[config.mk]
export PLATFORM = sky130hd
export DESIGN_NAME = l2_port_scheduler_flat
export DESIGN_NICKNAME = d
export VERILOG_FILES = /design/src/rtl/l2_port_scheduler_pkg.sv /design/src/rtl/l2_port_scheduler_if.sv /design/src/rtl/l2_port_scheduler_prio.sv /design/src/rtl/l2_port_scheduler.sv /design/src/flat_wrapper.sv
export SDC_FILE = /design/constraint.sdc
export NUM_CORES = 1
export LEC_CHECK = 0
export BUFFER_PORTS_ARGS = -buffer_cell sky130_fd_sc_hd__buf_4
export CORE_AREA = 2 2 688 690
export CTS_CLUSTER_DIAMETER = 50
export DETAILED_ROUTE_END_ITERATION = 7
export DIE_AREA = 0 0 690 692
export REMOVE_ABC_BUFFERS = 1
export SLEW_MARGIN = 20
export SYNTH_ARGS = -nofsm -noshare
export SYNTH_HDL_FRONTEND = slang
export SYNTH_SLANG_ARGS = --single-unit
[constraint.sdc]
create_clock -name clk -period 5.4 [get_ports clk]
set_input_delay 0 -clock clk [delete_from_list [all_inputs] [get_ports clk]]
set_output_delay 0 -clock clk [all_outputs]
set_load 0.03 [all_outputs]
[src/rtl/l2_port_scheduler_pkg.sv]
// Shared types for the L2 port scheduler: FSM states, grant encoding,
// line width and the saturating increment used by the performance counters.
package l2_sched_pkg;

    localparam int LINE_W = 256;

    typedef enum logic [1:0] {
        IDLE    = 2'd0,
        SERVE_I = 2'd1,
        SERVE_D = 2'd2,
        SERVE_W = 2'd3
    } sched_state_t;

    typedef enum logic [1:0] {
        G_NONE = 2'd0,
        G_I    = 2'd1,
        G_D    = 2'd2,
        G_W    = 2'd3
    } grant_t;

    // Increment that sticks at all-ones instead of wrapping.
    function automatic logic [31:0] sat_inc32(input logic [31:0] value);
        logic [31:0] result;
        if (value == 32'hFFFF_FFFF) begin
            result = value;
        end else begin
            result = value + 32'd1;
        end
        return result;
    endfunction

endpackage

[src/rtl/l2_port_scheduler_if.sv]
// Bundle of the three upstream request ports (I-miss, D-miss, write-back
// drain) and the single downstream memory port. The scheduler takes the
// slave view; the L1s, write buffer and memory together form the master view.
interface l2_port_scheduler_if
    import l2_sched_pkg::*;
#(
    parameter int WIDTH = LINE_W
) ();

    // I-cache miss port
    logic             i_read;
    logic [31:0]      i_address;
    logic [WIDTH-1:0] i_rdata;
    logic             i_resp;

    // D-cache miss port
    logic             d_read;
    logic             d_write;
    logic [31:0]      d_address;
    logic [WIDTH-1:0] d_wdata;
    logic [WIDTH-1:0] d_rdata;
    logic             d_resp;

    // Eviction write-buffer drain port
    logic             wb_write;
    logic             wb_urgent;
    logic [31:0]      wb_address;
    logic [WIDTH-1:0] wb_wdata;
    logic             wb_resp;

    // Downstream L2 / physical memory port
    logic             mem_read;
    logic             mem_write;
    logic [31:0]      mem_address;
    logic [WIDTH-1:0] mem_wdata;
    logic [WIDTH-1:0] mem_rdata;
    logic             mem_resp;

    modport slave (
        input  i_read, i_address,
        output i_rdata, i_resp,
        input  d_read, d_write, d_address, d_wdata,
        output d_rdata, d_resp,
        input  wb_write, wb_urgent, wb_address, wb_wdata,
        output wb_resp,
        output mem_read, mem_write, mem_address, mem_wdata,
        input  mem_rdata, mem_resp
    );

    modport master (
        output i_read, i_address,
        input  i_rdata, i_resp,
        output d_read, d_write, d_address, d_wdata,
        input  d_rdata, d_resp,
        output wb_write, wb_urgent, wb_address, wb_wdata,
        input  wb_resp,
        input  mem_read, mem_write, mem_address, mem_wdata,
        output mem_rdata, mem_resp
    );

endinterface

[src/rtl/l2_port_scheduler_prio.sv]
// Fixed-order priority select for the scheduler's IDLE decision.
// Urgent drain beats everything; a starved I-side beats D; otherwise D
// beats I, and a non-urgent drain only goes when nobody else wants the port.
module l2_sched_prio
    import l2_sched_pkg::*;
(
    input  logic   i_req_i,
    input  logic   d_req_i,
    input  logic   w_req_i,
    input  logic   w_urgent_i,
    input  logic   streak_max_i,
    output grant_t grant_o
);

    // Walk the priority list top-down and pick the first requester.
    always_comb begin
        grant_o = G_NONE;
        if (w_req_i && w_urgent_i) begin
            grant_o = G_W;
        end else if (i_req_i && streak_max_i) begin
            grant_o = G_I;
        end else if (d_req_i) begin
            grant_o = G_D;
        end else if (i_req_i) begin
            grant_o = G_I;
        end else if (w_req_i) begin
            grant_o = G_W;
        end else begin
            grant_o = G_NONE;
        end
    end

endmodule

[src/rtl/l2_port_scheduler.sv]
// Three-way scheduler sharing the single line-wide L2/pmem port between the
// I-miss, D-miss and write-back drain ports. A grant latches the winner's
// address/data/op; the downstream sees only latched values until mem_resp,
// which is forwarded combinationally to the winner and returns us to IDLE.
// Two saturating counters feed the performance unit.
module l2_port_scheduler
    import l2_sched_pkg::*;
#(
    parameter int WIDTH      = LINE_W,
    parameter int MAX_STREAK = 4
) (
    input  logic               clk,
    input  logic               reset,
    l2_port_scheduler_if.slave bus,
    output logic [31:0]        conflict_count_o,
    output logic [31:0]        urgent_count_o
);

    localparam int                  STREAK_W   = $clog2(MAX_STREAK + 1);
    localparam logic [STREAK_W-1:0] STREAK_MAX = STREAK_W'(MAX_STREAK);
    localparam logic [STREAK_W-1:0] STREAK_ONE = STREAK_W'(1);

    sched_state_t        state_q;
    logic [STREAK_W-1:0] streak_q;
    logic [STREAK_W-1:0] streak_d;
    logic                mem_read_q;
    logic                mem_write_q;
    logic [31:0]         mem_address_q;
    logic [WIDTH-1:0]    mem_wdata_q;
    logic [31:0]         conflict_q;
    logic [31:0]         conflict_d;
    logic [31:0]         urgent_q;
    logic [31:0]         urgent_d;
    logic                streak_max_s;
    logic                d_req_s;
    grant_t              grant_s;

    assign d_req_s      = bus.d_read | bus.d_write;
    assign streak_max_s = (streak_q == STREAK_MAX);

    l2_sched_prio u_prio (
        .i_req_i      (bus.i_read),
        .d_req_i      (d_req_s),
        .w_req_i      (bus.wb_write),
        .w_urgent_i   (bus.wb_urgent),
        .streak_max_i (streak_max_s),
        .grant_o      (grant_s)
    );

    // Streak value to take on a D grant: count only while I is waiting, cap at max.
    always_comb begin
        streak_d = streak_q;
        if (!bus.i_read) begin
            streak_d = {STREAK_W{1'b0}};
        end else if (streak_q != STREAK_MAX) begin
            streak_d = streak_q + STREAK_ONE;
        end else begin
            streak_d = streak_q;
        end
    end

    // Scheduler FSM: grant in IDLE, hold latched request until mem_resp.
    always_ff @(posedge clk) begin
        if (reset) begin
            state_q       <= IDLE;
            streak_q      <= {STREAK_W{1'b0}};
            mem_read_q    <= 1'b0;
            mem_write_q   <= 1'b0;
            mem_address_q <= 32'd0;
            mem_wdata_q   <= {WIDTH{1'b0}};
        end else begin
            case (state_q)
                IDLE: begin
                    case (grant_s)
                        G_I: begin
                            state_q       <= SERVE_I;
                            mem_read_q    <= 1'b1;
                            mem_write_q   <= 1'b0;
                            mem_address_q <= bus.i_address;
                            mem_wdata_q   <= {WIDTH{1'b0}};
                            streak_q      <= {STREAK_W{1'b0}};
                        end
                        G_D: begin
                            state_q       <= SERVE_D;
                            mem_read_q    <= bus.d_read;
                            mem_write_q   <= bus.d_write;
                            mem_address_q <= bus.d_address;
                            mem_wdata_q   <= bus.d_wdata;
                            streak_q      <= streak_d;
                        end
                        G_W: begin
                            state_q       <= SERVE_W;
                            mem_read_q    <= 1'b0;
                            mem_write_q   <= 1'b1;
                            mem_address_q <= bus.wb_address;
                            mem_wdata_q   <= bus.wb_wdata;
                            // An urgent drain may overtake a waiting I; keep its streak.
                            streak_q      <= bus.i_read ? streak_q : {STREAK_W{1'b0}};
                        end
                        default: begin
                            streak_q      <= {STREAK_W{1'b0}};
                        end
                    endcase
                end
                SERVE_I, SERVE_D, SERVE_W: begin
                    if (bus.mem_resp) begin
                        state_q     <= IDLE;
                        mem_read_q  <= 1'b0;
                        mem_write_q <= 1'b0;
                    end
                end
                default: begin
                    state_q     <= IDLE;
                    mem_read_q  <= 1'b0;
                    mem_write_q <= 1'b0;
                end
            endcase
        end
    end

    // Next values of the saturating performance counters.
    always_comb begin
        conflict_d = conflict_q;
        urgent_d   = urgent_q;
        if (bus.i_read && d_req_s) begin
            conflict_d = sat_inc32(conflict_q);
        end else begin
            conflict_d = conflict_q;
        end
        if ((state_q == IDLE) && bus.wb_write && bus.wb_urgent) begin
            urgent_d = sat_inc32(urgent_q);
        end else begin
            urgent_d = urgent_q;
        end
    end

    // Performance counter registers.
    always_ff @(posedge clk) begin
        if (reset) begin
            conflict_q <= 32'd0;
            urgent_q   <= 32'd0;
        end else begin
            conflict_q <= conflict_d;
            urgent_q   <= urgent_d;
        end
    end

    // Drive downstream from latched state; forward mem_resp to the active winner.
    always_comb begin
        bus.mem_read     = mem_read_q;
        bus.mem_write    = mem_write_q;
        bus.mem_address  = mem_address_q;
        bus.mem_wdata    = mem_wdata_q;
        bus.i_rdata      = bus.mem_rdata;
        bus.d_rdata      = bus.mem_rdata;
        bus.i_resp       = (state_q == SERVE_I) & bus.mem_resp;
        bus.d_resp       = (state_q == SERVE_D) & bus.mem_resp;
        bus.wb_resp      = (state_q == SERVE_W) & bus.mem_resp;
        conflict_count_o = conflict_q;
        urgent_count_o   = urgent_q;
    end

endmodule

[src/flat_wrapper.sv]
// flat-port wrapper written by rule: the top's interface ports become plain ports
module l2_port_scheduler_flat import l2_sched_pkg::*;
#(
    parameter int WIDTH      = LINE_W,
    parameter int MAX_STREAK = 4
)
  (clk, reset, conflict_count_o, urgent_count_o, bus_i_read, bus_i_address, bus_i_rdata, bus_i_resp, bus_d_read, bus_d_write, bus_d_address, bus_d_wdata, bus_d_rdata, bus_d_resp, bus_wb_write, bus_wb_urgent, bus_wb_address, bus_wb_wdata, bus_wb_resp, bus_mem_read, bus_mem_write, bus_mem_address, bus_mem_wdata, bus_mem_rdata, bus_mem_resp);
  l2_port_scheduler_if #(.WIDTH(WIDTH)) bus_i ();
  input  logic clk;
  input  logic reset;
  output logic [31:0] conflict_count_o;
  output logic [31:0] urgent_count_o;
  input wire logic [$bits(bus_i.i_read)-1:0] bus_i_read;
  input wire logic [$bits(bus_i.i_address)-1:0] bus_i_address;
  output wire logic [$bits(bus_i.i_rdata)-1:0] bus_i_rdata;
  output wire logic [$bits(bus_i.i_resp)-1:0] bus_i_resp;
  input wire logic [$bits(bus_i.d_read)-1:0] bus_d_read;
  input wire logic [$bits(bus_i.d_write)-1:0] bus_d_write;
  input wire logic [$bits(bus_i.d_address)-1:0] bus_d_address;
  input wire logic [$bits(bus_i.d_wdata)-1:0] bus_d_wdata;
  output wire logic [$bits(bus_i.d_rdata)-1:0] bus_d_rdata;
  output wire logic [$bits(bus_i.d_resp)-1:0] bus_d_resp;
  input wire logic [$bits(bus_i.wb_write)-1:0] bus_wb_write;
  input wire logic [$bits(bus_i.wb_urgent)-1:0] bus_wb_urgent;
  input wire logic [$bits(bus_i.wb_address)-1:0] bus_wb_address;
  input wire logic [$bits(bus_i.wb_wdata)-1:0] bus_wb_wdata;
  output wire logic [$bits(bus_i.wb_resp)-1:0] bus_wb_resp;
  output wire logic [$bits(bus_i.mem_read)-1:0] bus_mem_read;
  output wire logic [$bits(bus_i.mem_write)-1:0] bus_mem_write;
  output wire logic [$bits(bus_i.mem_address)-1:0] bus_mem_address;
  output wire logic [$bits(bus_i.mem_wdata)-1:0] bus_mem_wdata;
  input wire logic [$bits(bus_i.mem_rdata)-1:0] bus_mem_rdata;
  input wire logic [$bits(bus_i.mem_resp)-1:0] bus_mem_resp;
  assign bus_i.i_read = bus_i_read;
  assign bus_i.i_address = bus_i_address;
  assign bus_i_rdata = bus_i.i_rdata;
  assign bus_i_resp = bus_i.i_resp;
  assign bus_i.d_read = bus_d_read;
  assign bus_i.d_write = bus_d_write;
  assign bus_i.d_address = bus_d_address;
  assign bus_i.d_wdata = bus_d_wdata;
  assign bus_d_rdata = bus_i.d_rdata;
  assign bus_d_resp = bus_i.d_resp;
  assign bus_i.wb_write = bus_wb_write;
  assign bus_i.wb_urgent = bus_wb_urgent;
  assign bus_i.wb_address = bus_wb_address;
  assign bus_i.wb_wdata = bus_wb_wdata;
  assign bus_wb_resp = bus_i.wb_resp;
  assign bus_mem_read = bus_i.mem_read;
  assign bus_mem_write = bus_i.mem_write;
  assign bus_mem_address = bus_i.mem_address;
  assign bus_mem_wdata = bus_i.mem_wdata;
  assign bus_i.mem_rdata = bus_mem_rdata;
  assign bus_i.mem_resp = bus_mem_resp;
  l2_port_scheduler #(.WIDTH(WIDTH), .MAX_STREAK(MAX_STREAK)) u_core (.clk(clk), .reset(reset), .bus(bus_i), .conflict_count_o(conflict_count_o), .urgent_count_o(urgent_count_o));
endmodule
==> flow_metrics.py, run 1 <==
metrics = {
    "routing": {
        "drtIter0Drc": 3000,
        "drc_errors": 0,
        "dr_total_vias": 27000,
        "ant_nets": 0,
        "wl_per_cell_microns": 44.4,
        "dr.pass1.iters": 7,
        "wirelength_mm": 432,
        "vias_per_cell": 2.78,
    },
    "final_layout": {
        "drive_above_1_share": 0.334,
        "finish.utilization": 0.0842,
        "layout.cells.non_filler": 9727,
        "syn_to_final_growth_pct": 107,
        "final_cell_mix": "buf_4 (993), dlygate4sd3_1 (699), dfxtp_1 (359), nor2_1 (316), nor3_1 (260)",
        "final_common_cell": "buf_4",
        "n_fill_cell": 54600,
        "finalNetCount": 4238,
    },
    "min_path": {
        "min_to": "bus_i_rdata[83]",
        "min_path_cells": 0,
        "hold_class": "input pin to output pin",
        "min-delay-start": "bus_mem_rdata[83]",
    },
    "place": {
        "dp_hpwl_mm": 364,
        "portBuffers": 972,
        "dp.cells": 8812,
        "gp_congestion": 0.881,
    },
    "global_routing": {
        "track_usage": 0.174,
        "grt_max_degree": 111,
        "grt-ovfl-total": 0,
        "antenna_found_initial": 318,
        "grt_first_pass_wirelength_mm": 486,
        "grt_pass1_vias": 23700,
    },
    "critical_path": {
        "crit_path_start_kind": "flop",
        "critPathKind": "flop to flop",
        "reg2reg_from": "u_core.state_q[0]",
        "rrSetupSlack_ps": 1490,
        "cpPeakStageDelay_ps": 780,
        "cp_cell_sequence": "or2_0 -> a21o_4 -> buf_4 -> a221oi_1 -> dlygate4sd3_1 -> nor3_1 -> dlygate4sd3_1",
        "path_common_cell": "dlygate4sd3_1",
        "crit_fanout": 58,
        "cp.arrival_ps": 4650,
        "worstReg2RegEnd": "u_core.bus.mem_wdata[58]",
        "reg2regPathDepth": 7,
        "worst-path-stages": 7,
        "required_ps": 6140,
        "worst_setup_path_end_kind": "flop",
        "crit_family": "buffers and inverters",
        "cp.buffers_inverters": 3,
        "slowest_stage": "buf_4",
    },
    "clock_tree": {
        "tritoncts": "done",
        "cts_buffers": 72,
        "htreeDepth": 3,
        "cts_sinks": 359,
        "cts_max_path_buffers": 4,
        "path_clk_slew_ps": 60,
        "cts-root-buf": "clkbuf_16",
        "clk_latency_ps": 800,
        "cts_resized": 0,
    },
    "synthesis": {
        "synth_cell_types": 56,
        "synth_flop_cell": "dfxtp_1",
        "syn_inst": 2282,
        "avgSynthCellArea_sq_um": 8.36,
        "syn_area_sq_um": 19100,
        "ys_async_sr_fraction": 0,
        "synth-seq-cells": 359,
        "synth_warnings": 0,
        "synth-edff-count": 0,
        "ys_seq_area_frac": 0.377,
    },
    "die": {
        "core-area_sq_um": 470000,
        "die_x_microns": 690,
        "row_count": 252,
        "num_io_pins": 1741,
        "die_y_microns": 692,
        "die-area_sq_um": 477000,
        "initial_utilization": 0.0406,
    },
    "timing": {
        "final-setup-viol-count": 0,
        "rsz0062_at_grt": "false",
        "hold_viol": 0,
        "maxSlewViolCount": 0,
        "max_freq_ghz": 0.256,
        "finClkSkew_ps": 76.8,
        "slew_headroom": 0.253,
        "period_share": 0.724,
        "tightest_slew_ps": 1120,
        "finalCriticalPeriod_ps": 3910,
    },
    "run": {
        "max_cap_viol_count": 0,
    },
    "power_and_ir_drop": {
        "leakage_nw": 14.4,
        "max-vdd-ir-drop_mv": 0.228,
        "power_density_nw_per_um2": 296,
        "power_mw": 11.7,
    },
    "outcome": {
        "status": "completed",
    },
}
-- state kept, by name (all words and copies together), names as in the netlist --
signal	count
u_core.state_q	2
u_core.bus.mem_read	1
u_core.bus.mem_address	32
u_core.bus.mem_write	1
u_core.streak_q	3
u_core.urgent_count_o	32
u_core.conflict_count_o	32
u_core.bus.mem_wdata	256
-- repair_timing --
| action | in CTS | in global routing |
|---|---|---|
| setup buffers | 0 | 0 |
| endpoints found under the hold margin | 344 | 0 |
| endpoints found under the setup margin | 0 | 0 |
| hold buffers | 699 | 0 |
-- power breakdown --
| part | total, mW | switching [mW] | leakage [nW] | internal [mW] |
|---|---|---|---|---|
| Clock | 4.65 | 1.88 | 1.14 | 2.77 |
| Sequential | 3.14 | 0.183 | 2.97 | 2.96 |
| Combinational | 3.93 | 2.27 | 10.3 | 1.66 |
| Total | 11.7 | 4.33 | 14.4 | 7.39 |
-- kinds of logic after synthesis --
| group | synth area share |
|---|---|
| fa+ha+maj | 0.00262 |
| compound gates | 0.186 |
| mux | 0.00223 |
| flops | 0.377 |
| buf+inv | 0.241 |
| simple gates | 0.186 |
| xor+xnor | 0.00551 |
-- cell usage after synthesis (3+ instances only) --
library cell | number | area, sq um
nor3_1 | 260 | 1300
a21oi_1 | 55 | 275
a211oi_1 | 36 | 270
a21o_1 | 3 | 22.5
a221oi_1 | 256 | 2240
inv_1 | 13 | 48.8
nand3_1 | 23 | 115
nand4_1 | 17 | 106
buf_1 | 3 | 11.3
nor4_1 | 8 | 50.1
buf_2 | 7 | 35.0
o31ai_1 | 13 | 97.6
xnor2_1 | 12 | 105
and2_1 | 5 | 31.3
o41ai_1 | 3 | 26.3
a22oi_1 | 3 | 22.5
clkbuf_1 | 167 | 627
a222oi_1 | 29 | 290
nor2_1 | 316 | 1190
nand2b_1 | 6 | 37.5
o21ai_0 | 36 | 180
and3_1 | 7 | 43.8
or4_1 | 15 | 113
dfxtp_1 | 359 | 7190
nor2b_1 | 4 | 25.0
nand2_1 | 35 | 131
buf_4 | 513 | 3850
ha_1 | 4 | 50.1
or3_1 | 33 | 206
and4_1 | 6 | 52.6
-- cell type report --
cell class,count,area [sq um],share of cell area
diodes,90,225,0.00569
well taps,6223,7790,0.197
clock inverters,38,407,0.0103
multi-input cells,1216,7340,0.185
inverters,13,48.8,0.00123
flip-flops and latches,359,7190,0.182
repair buffers,1700,14600,0.369
clock buffers,88,1950,0.0494
-- per-layer routing --
metal | track usage | part of all wire | vias up | wire (microns)
met5 | 0.0992 | 0.016 | - | 7030
met4 | 0.0672 | 0.045 | 164 | 19300
met3 | 0.166 | 0.20 | 896 | 88500
met2 | 0.220 | 0.36 | 3446 | 156000
met1 | 0.187 | 0.37 | 12400 | 161000
li1 | - | - | 10100 | -
-- worst max-delay path by stage --
| stage | start | end | slack (ps) |
|---|---|---|---|
| after floorplan | u_core.streak_q[0] | u_core.bus.mem_address[0] | -13380 |
| after global placement | u_core.streak_q[0] | u_core.bus.mem_address[7] | 2540 |
| after detailed placement | u_core.streak_q[0] | u_core.bus.mem_address[7] | 2540 |
| after CTS | u_core.state_q[0] | u_core.bus.mem_wdata[248] | 1590 |
| after global routing | u_core.state_q[0] | u_core.bus.mem_wdata[75] | 1300 |
| final | u_core.state_q[0] | u_core.bus.mem_wdata[58] | 1490 |
-- worst reg2reg max path, stage by stage, from the launching register on --
cell           delay [ps]
dfxtp_1               400
or2_0                 420
a21o_4                740
buf_4                 840
a221oi_1              150
dlygate4sd3_1         630
nor3_1                150
dlygate4sd3_1         580
-- metrics by stage --
stage                     hold WS (ps)  setup TNS (ps)  cell area, sq um  worst slack [ps]
after floorplan                      0        -3701910             14500            -13380
after global routing              1.24               0             39400              1300
after global placement            8.26               0             30000              2540
final                             1.52               0             39500              1490
after CTS                        0.405               0             39300              1590
after detailed placement          8.26               0             30000              2540
(Power assumes the default switching activity.)
==> run 2: changes to the inputs <==
- clock period: 5.4 -> 3.7 ns (I/O delays scaled with it)
==> flow_metrics.py, run 2 (synthesis results as in run 1) <==
metrics = {
    "global_routing": {
        "grt_first_pass_wirelength_mm": 485,
        "grt-ovfl-total": 0,
        "grt_max_degree": 91,
        "track_usage": 0.173,
        "antenna_found_initial": 325,
        "grt_pass1_vias": 23600,
    },
    "place": {
        "gp_congestion": 0.878,
        "pre_cts_ws_ps": 885,
        "dp_hpwl_mm": 364,
        "placed_area_sq_um": 30200,
        "portBuffers": 972,
        "dp.cells": 8828,
    },
    "final_layout": {
        "drive_above_1_share": 0.340,
        "stdcell_area_sq_um": 38900,
        "layout.cells.non_filler": 9654,
        "final_cell_mix": "buf_4 (1,006), dlygate4sd3_1 (656), dfxtp_1 (359), nor2_1 (314), nor3_1 (260)",
        "largest_reg_flops": 256,
        "final_common_cell": "buf_4",
        "finalNetCount": 4200,
        "syn_to_final_growth_pct": 104,
        "n_fill_cell": 54600,
    },
    "die": {
        "row_count": 252,
        "num_io_pins": 1741,
        "initial_utilization": 0.0406,
        "die_y_microns": 692,
        "die_x_microns": 690,
        "die-area_sq_um": 477000,
        "core-area_sq_um": 470000,
    },
    "timing": {
        "rsz0062_at_grt": "false",
        "finClkSkew_ps": 93.3,
        "maxSlewViolCount": 0,
        "tightest_slew_ps": 1190,
        "final-setup-viol-count": 0,
        "period_share": 0.925,
        "finalCriticalPeriod_ps": 3420,
        "worst_slack_ps": 278,
        "hold_viol": 0,
        "max_freq_ghz": 0.292,
        "slew_headroom": 0.204,
        "setup_tns_ps": 0,
    },
    "clock_tree": {
        "path_clk_slew_ps": 60,
        "tritoncts": "done",
        "cts_max_path_buffers": 3,
        "cts_buffers": 56,
        "clk_latency_ps": 760,
        "htreeDepth": 2,
        "cts-root-buf": "clkbuf_16",
        "cts_sinks": 359,
    },
    "routing": {
        "ant_nets": 0,
        "dr_total_vias": 27000,
        "wl_per_cell_microns": 45.0,
        "vias_per_cell": 2.80,
        "drc_errors": 7,
        "wirelength_mm": 434,
        "dr.pass1.iters": 8,
        "drtIter0Drc": 2939,
    },
    "critical_path": {
        "crit_path_start_kind": "flop",
        "critPathKind": "flop to flop",
        "worst_setup_path_end_kind": "flop",
        "cp.arrival_ps": 4110,
        "crit_fanout": 31,
        "required_ps": 4380,
    },
    "run": {
        "max_cap_viol_count": 0,
    },
    "outcome": {
        "violations": "DRC",
        "status": "complete, but fails checks",
    },
    "min_path": {
        "hold_class": "input pin to output pin",
    },
    "power_and_ir_drop": {
        "power_density_nw_per_um2": 414,
        "leakage_nw": 14.1,
        "max-vdd-ir-drop_mv": 0.383,
        "power_mw": 16.1,
    },
}
## run 2: path summary, 6_finish.rpt
kind	startpoint	end	slack, ps	cells past startpoint
setup / recovery	u_core.state_q[0]	u_core.bus.mem_wdata[250]	280	7
hold / removal	bus_mem_rdata[234]	bus_i_rdata[234]	3	0
hold reg to reg	u_core.bus.mem_read	u_core.bus.mem_read	470	2
setup reg to reg	u_core.state_q[0]	u_core.bus.mem_wdata[250]	280	7
## run 2: repair_timing
action / in CTS / in global routing
resized for setup: 0 / 7
endpoints found under the hold margin: 311 / 0
buffers inserted: 0 / 3
hold buffers: 656 / 0
endpoints found under the setup margin: 0 / 15
## run 2: power breakdown
group	switching (mW)	internal, mW
combinational	3.34	2.38
sequential	0.264	4.31
clock	2.50	3.32
## run 2: stage by stage
stage	hold WS [ps]	utilization
floorplan	0	-
global placement	8.26	0.0642
detailed placement	8.26	0.0642
CTS	1.67	0.0824
global route	2.37	0.0827
finish	3.33	0.0828
## run 2: critical path, stage by stage, from the launching register on
cell and delay (ps):
dfxtp_1 420, or2_4 430, a21o_4 560, buf_4 490
a221oi_1 90, dlygate4sd3_1 610, nor3_1 150, dlygate4sd3_1 570
## run 2: layout make-up
class	instances	area, sq um	share of cell area
Multi-Input combinational cell	1218	7370	0.189
Clock inverter	35	437	0.0112
Antenna cell	60	150	0.00386
Sequential cell	359	7190	0.185
Tap cell	6223	7790	0.200
Clock buffer	70	1540	0.0397
Inverter	13	48.8	0.00125
Timing Repair Buffer	1676	14400	0.370
## run 2: routing by layer
metal | wire, microns | track usage | part of all wire
met3 | 87500 | 0.168 | 0.20
met5 | 6350 | 0.0902 | 0.015
met1 | 164000 | 0.186 | 0.38
met4 | 18700 | 0.0617 | 0.043
met2 | 157000 | 0.221 | 0.36
